**config.mk**
```make
export PLATFORM = sky130hd
export DESIGN_NAME = bcmp_bist
export DESIGN_NICKNAME = d
export VERILOG_FILES = /design/src/rtl/bcmp_bist.sv
export SDC_FILE = /design/constraint.sdc
export NUM_CORES = 1
export LEC_CHECK = 0
export BUFFER_PORTS_ARGS = -buffer_cell sky130_fd_sc_hd__buf_4
export CORE_AREA = 2 2 50 52
export DETAILED_ROUTE_END_ITERATION = 6
export DIE_AREA = 0 0 52 54
export GPL_TIMING_DRIVEN = 0
export PLACE_DENSITY_LB_ADDON = 0.2
export SYNTH_ARGS = -nofsm -noshare
export SYNTH_HDL_FRONTEND = slang
export SYNTH_SLANG_ARGS = --single-unit
```
**constraint.sdc**
```tcl
create_clock -name clk -period 1.7 [get_ports clk]
set_input_delay 0.34 -clock clk [delete_from_list [all_inputs] [get_ports clk]]
set_output_delay 0.34 -clock clk [all_outputs]
set_load 0.1 [all_outputs]
```
**src/rtl/bcmp_bist.sv**
```systemverilog
// Exhaustive BIST for a 2-bit magnitude comparator: sweeps all 16 {X,Y} pairs and counts wrong responses.
// Optional first-failure capture is compiled in with `define BCMP_BIST_CAPTURE_EN.
module bcmp_bist #(
    parameter int SETTLE_CYCLES = 2
) (
    input  logic       clk,
    input  logic       rst,
    input  logic       start,
    output logic       a,
    output logic       b,
    output logic       c,
    output logic       d,
    input  logic       f1,
    input  logic       f2,
    input  logic       f3,
    output logic       busy,
    output logic       done,
    output logic       pass,
    output logic [4:0] err_cnt,
    output logic [3:0] fail_vec,
    output logic       fail_valid
);

    typedef enum logic [1:0] {IDLE, DRIVE, CHECK, DONE} state_t;

    localparam logic [3:0] SETTLE_LAST = 4'(SETTLE_CYCLES - 1);

    state_t     state_q, state_d;
    logic [3:0] vec_q, vec_d;
    logic [3:0] settle_q, settle_d;
    logic [4:0] err_q, err_d;
    logic       launch;
    logic       miss;
    logic [1:0] op_x, op_y;
    logic [2:0] exp_resp;

    assign op_x     = vec_q[3:2];
    assign op_y     = vec_q[1:0];
    assign exp_resp = {op_x > op_y, op_x == op_y, op_x < op_y};
    assign launch   = start && (state_q == IDLE || state_q == DONE);
    // Any response other than the exact one-hot pattern is a failure.
    assign miss     = (state_q == CHECK) && ({f1, f2, f3} != exp_resp);

    always_ff @(posedge clk) begin
        if (rst) state_q <= IDLE;
        else     state_q <= state_d;
    end

    always_comb begin
        state_d = state_q;
        case (state_q)
            IDLE:    if (start) state_d = DRIVE;
            DRIVE:   if (settle_q == SETTLE_LAST) state_d = CHECK;
            CHECK:   state_d = (vec_q == 4'd15) ? DONE : DRIVE;
            DONE:    if (start) state_d = DRIVE;
            default: state_d = IDLE;
        endcase
    end

    always_comb begin
        {a, b, c, d} = 4'b0000;
        busy         = 1'b0;
        done         = 1'b0;
        case (state_q)
            DRIVE, CHECK: begin
                {a, b, c, d} = vec_q;
                busy         = 1'b1;
            end
            DONE:    done = 1'b1;
            default: ;
        endcase
    end

    always_comb begin
        vec_d    = vec_q;
        settle_d = settle_q;
        err_d    = err_q;
        if (launch) begin
            vec_d    = 4'd0;
            settle_d = 4'd0;
            err_d    = 5'd0;
        end else if (state_q == DRIVE) begin
            settle_d = (settle_q == SETTLE_LAST) ? 4'd0 : settle_q + 4'd1;
        end else if (state_q == CHECK) begin
            if (miss) err_d = err_q + 5'd1;
            if (vec_q != 4'd15) vec_d = vec_q + 4'd1;
        end
    end

    always_ff @(posedge clk) begin
        if (rst) begin
            vec_q    <= 4'd0;
            settle_q <= 4'd0;
            err_q    <= 5'd0;
        end else begin
            vec_q    <= vec_d;
            settle_q <= settle_d;
            err_q    <= err_d;
        end
    end

    assign err_cnt = err_q;
    assign pass    = done && (err_q == 5'd0);

`ifdef BCMP_BIST_CAPTURE_EN
    logic [3:0] fail_vec_q;
    logic       fail_valid_q;

    always_ff @(posedge clk) begin
        if (rst || launch) begin
            fail_vec_q   <= 4'd0;
            fail_valid_q <= 1'b0;
        end else if (miss && !fail_valid_q) begin
            fail_vec_q   <= vec_q;
            fail_valid_q <= 1'b1;
        end
    end

    assign fail_vec   = fail_vec_q;
    assign fail_valid = fail_valid_q;
`else
    assign fail_vec   = 4'd0;
    assign fail_valid = 1'b0;
`endif

endmodule
```
After elaboration in Yosys (flattened, before gate mapping). Cells that the tools add are included.

$add $sub $neg: 3. $lt $le $gt $ge: 2. Bitwise logic cells: 1. Muxes and demuxes: 11. Reduce and logical (&&, ||, !) cells: 12. Eq/ne operators: 10.

Operators with widths (number): 4-bit by 1-bit adder with 4-bit output, second input constant (2); 1-bit 2-to-1 mux (6); 2-bit 2-to-1 mux (3); 2-bit one-hot mux with 3 select lines (1); 3-bit AND reduction (2); 2-bit OR reduction (3); 5-bit by 1-bit adder with 5-bit output, second input constant (1); 5-bit logical NOT (1); 2-bit equality test, second input constant (2); 4-bit by 1-bit equality test with 1-bit output, second input constant (1); 4-bit equality test, second input constant (1); 4-bit 2-to-1 mux (1); 4-bit != test, second input constant (1); 1-bit logical AND (3); 3-bit != test (1); 2-bit by 1-bit equality test with 1-bit output, second input constant (1); 2-bit equality test (1); 2-bit greater-than comparator (1); 2-bit logical NOT (1); 2-bit less-than comparator (1); 2-bit by 1-bit != test with 1-bit output, second input constant (1); 2-bit != test, second input constant (1); 2-bit AND reduction (1); 1-bit logical OR (1); 1-bit inverter (1).

Word-level logic and storage cells: 43. Bits of input ports: 6. Output and inout port bits: 17. Register bits: 15.

Logic depth before layout (Yosys ltp).
Depth after elaboration: 4. Gate-level depth with buffers: 8.

Least setup slack after synthesis. OpenSTA, ideal clock, no wires.

Path kind: register to output. Start: register state_q[0]. End: output port pass. Slack: -2781 ps. Arrival: 4141 ps. Stages on the path, launching flop included: 4. Cells stage by stage: dfxtp_1 > ha_1 > nand2_1 > nor4_1.

Word-level cells in the longest chain between the ends: 3.

Ends and longest elaborated chain: start, declared (RTL line 28) `state_t state_q, state_d;`; start signal, assigned (RTL line 46) `else state_q <= state_d;`; 2-bit equality test (RTL line 64) `case (state_q)`; 1-bit 2-to-1 mux (RTL line 64); via done (RTL line 17) `output logic done,`; 1-bit logical AND (RTL line 103) `assign pass = done && (err_q == 5'd0);`; end, declared (RTL line 18) `output logic pass,`.

The timed path passes the listed nets, and every way through them passes these cells.

Worst setup path after layout.
Start: register state_q[0]. End: output port busy.

Word-level cells in the longest chain between the ends: 3. Elaborated cells between the ends (all ways): 4. Those cells by class: 2 x eq/ne; 1 x mux; 1 x reduce/logical.

Ends and longest elaborated chain: 2-bit by 1-bit equality test with 1-bit output or 2-bit equality test (tied branches) (RTL line 64); 2-bit OR reduction (*) (RTL line 64); 1-bit 2-to-1 mux (*) (RTL line 64); end, declared (RTL line 16) `output logic busy,`.

Mark *: on every way between the ends. The rest lies on a longest branch, timed or not.

==> impl_metrics.toml <==
[final_layout]
fin_cells = 174
area_delta_synth_final_pct = 49.8
layout_commonest_cell = "buf_4"
final_nets = 160
mostFrequentLayoutCells = "buf_4 (22), nor2_1 (14), nand2_1 (10), a21oi_1 (6), dfxtp_2 (6)"
fill_cells = 208
n_antenna_cell = 0
drive_above_1_share_pct = 49.3

[critical_path]
crit_family = "flip-flops"
worstSetupPathType = "flip-flop to output pin"
crit_path_end_kind = "output pin"
cp.required_ns = 1.36
reg2reg_to = "err_cnt[2]"
worstRegToRegCells = 7
worstPathCellList = "inv_2 -> ha_4 -> clkinvlp_4 -> buf_12"
r2r-start = "vec_q[1]"
slowest_delay_ns = 0.37
cp.arrival_ns = 1.36
start_kind = "flip-flop"
crit_path_top_delay_cell = "dfxtp_4"
path_buf_inv = 3
path_max_fanout = 8
reg2reg_slack_ns = 0.03

[floorplan]
start_util_pct = 40.7
die_h_um = 54
die_area_um2 = 2810
std_cell_rows = 18
ios = 23
dieWidth_um = 52
coreArea_um2 = 2320

[clock_network]
cts_tree = "built"
hold_buffers = 0
htree_levels = 1
cts_buffer_depth = 2
cts_made_buffers = 3
clock-sinks = 15
clock_latency_ns = 0.27
ctsRootBufferMaster = "clkbuf_4"
clk_pin_slew_worst_paths_ns = 0.09

[power]
power_density_nw_per_um2 = 1220
ir_drop_uv = 1370
p_leak_uw = 0.000575

[outcome]
status = "finished, violations left"
violations = "setup timing"

[routing]
via_count = 874
routed_wl_um = 2100
routed.top_layer = "met4"
m1WireLength_um = 901
ant_nets = 0
wl_met3_um = 97
met2_length_um = 1080
dr.pass1.iters = 4
viasPerCell = 5.02
routedWlPerCell_um = 12.0
drt-initial-drc-count = 13
drc = 0

[place]
dp.cells = 165
port_buffers = 17
pre_cts_ws_ns = -0.165
place_hpwl_um = 1470
gp_congestion = 0.750

[timing]
worstMarginPinSlew_ns = 0.529
max_slew_margin_pct = 64.7
fin_ws_ns = -0.00132
finalMaxSlewViolations = 0
fin_crit_sh_pct = 100
fmax_mhz = 588
setup_violations = 1
skew_ns = 0.00349
rsz0062_at_grt = "yes"
hold_viol = 0
final.min_clock_period_ns = 1.70
fin_setup_tns_ns = -0.00132

[worst_hold_path]
hold_class = "primary input to flip-flop"
hold_path_depth = 2
holdPathEnd = "state_q[1]"
hold_start = "rst"

[yosys]
synth-seq-cells = 15
synth_area_um2 = 945
async_reset_ff_share_pct = 0
yosysTopAreaCell = "dfxtp_1"
netlist.area_leader.share_pct = 31.8
yosysSeqAreaShare_pct = 31.8
synth_area_leaders = "dfxtp_1 (32%), ha_1 (12%), nor2_1 (6.4%)"
synthFlopType = "dfxtp_1"
synth_edf_count = 0
yosys_warnings = 0
syn_inst = 114
synth_cell_types = 32
avgSynthCellArea_um2 = 8.29

[grt]
track_usage_pct = 14.9
grt_overflow = 0
grt_pass1_vias = 747
grt_pass1_wl_um = 3070
antenna_found_initial = 0
grt_max_degree = 11

[run]
max_cap_viol_count = 0
==> registers in the layout, indices dropped and copies added (netlist names) <==
name and count:
err_cnt 5, state_q 2, settle_q 4, vec_q 4
==> worst max-delay path by stage <==
stage | to | start | cells after the start
6_report | busy | state_q[0] | 4
2_1_floorplan | pass | state_q[1] | 3
5_1_grt | err_cnt[3] | state_q[1] | 7
4_1_cts | busy | state_q[0] | 4
3_5_place_dp | err_cnt[1] | vec_q[1] | 7
3_3_place_gp | err_cnt[2] | state_q[0] | 6
==> power breakdown <==
part / leakage [uW] / switching [uW] / internal (uW) / total, uW
Clock: 0.0000150 / 106 / 90.8 / 197
Sequential: 0.000127 / 55.8 / 399 / 455
Combinational: 0.000433 / 675 / 406 / 1080
Total: 0.000575 / 837 / 895 / 1730
==> timing repair <==
| item | 4_1_cts | 5_1_grt |
|---|---|---|
| pin swaps | 6 | 3 |
| setup endpoints to repair | 13 | 10 |
| resized for setup | 23 | 17 |
| setup buffers | 5 | 1 |
==> cell usage after synthesis, types with 2 or more instances <==
cell type	n
nand4_1	4
nor2b_1	3
nand3b_1	2
mux2i_1	4
ha_1	9
dfxtp_1	15
xor2_1	3
xnor2_1	3
a31o_2	2
nand2_1	13
nor2_1	16
buf_4	5
a21oi_1	8
inv_1	9
==> cells by family after synthesis <==
kind of cell / after synthesis / synth area share [%]
multiplexers: 4 / 4.24
flip-flops: 15 / 31.8
AND/OR/NAND/NOR: 44 / 22.1
adder cells (fa/ha/maj): 9 / 11.9
buffers and inverters: 16 / 8.48
other: 1 / 0.397
AO/OA/AOI/OAI: 19 / 15.5
XOR/XNOR: 6 / 5.56
==> stage by stage <==
| stage | hold WS (ns) | total power [uW] | util, % | instance area, um2 |
|---|---|---|---|---|
| 2_1_floorplan | 0.403 | 1170 | - | 1030 |
| 3_3_place_gp | 0.490 | 1310 | 51.5 | 1190 |
| 3_5_place_dp | 0.497 | 1320 | 51.5 | 1190 |
| 4_1_cts | 0.230 | 1690 | 57.6 | 1340 |
| 5_1_grt | 0.221 | 1840 | 61.0 | 1420 |
| 6_report | 0.237 | 1730 | 61.0 | 1420 |
==> final cells by class <==
cell class | instances | area (um2) | area share, %
repair buffers | 23 | 239 | 16.9
multi-input cells | 87 | 709 | 50.1
plain buffers | 6 | 42.5 | 3.01
clock buffers | 4 | 26.3 | 1.86
flip-flops and latches | 15 | 323 | 22.8
inverters | 9 | 37.5 | 2.65
well taps | 30 | 37.5 | 2.65
==> metal layers <==
layer / up-vias / global-route usage (%)
met4: 0 / 6.58
met3: 2 / 2.78
li1: 443 / -
met5: - / 0
met1: 409 / 17.4
met2: 20 / 26.4
(Power assumes the default switching activity.)
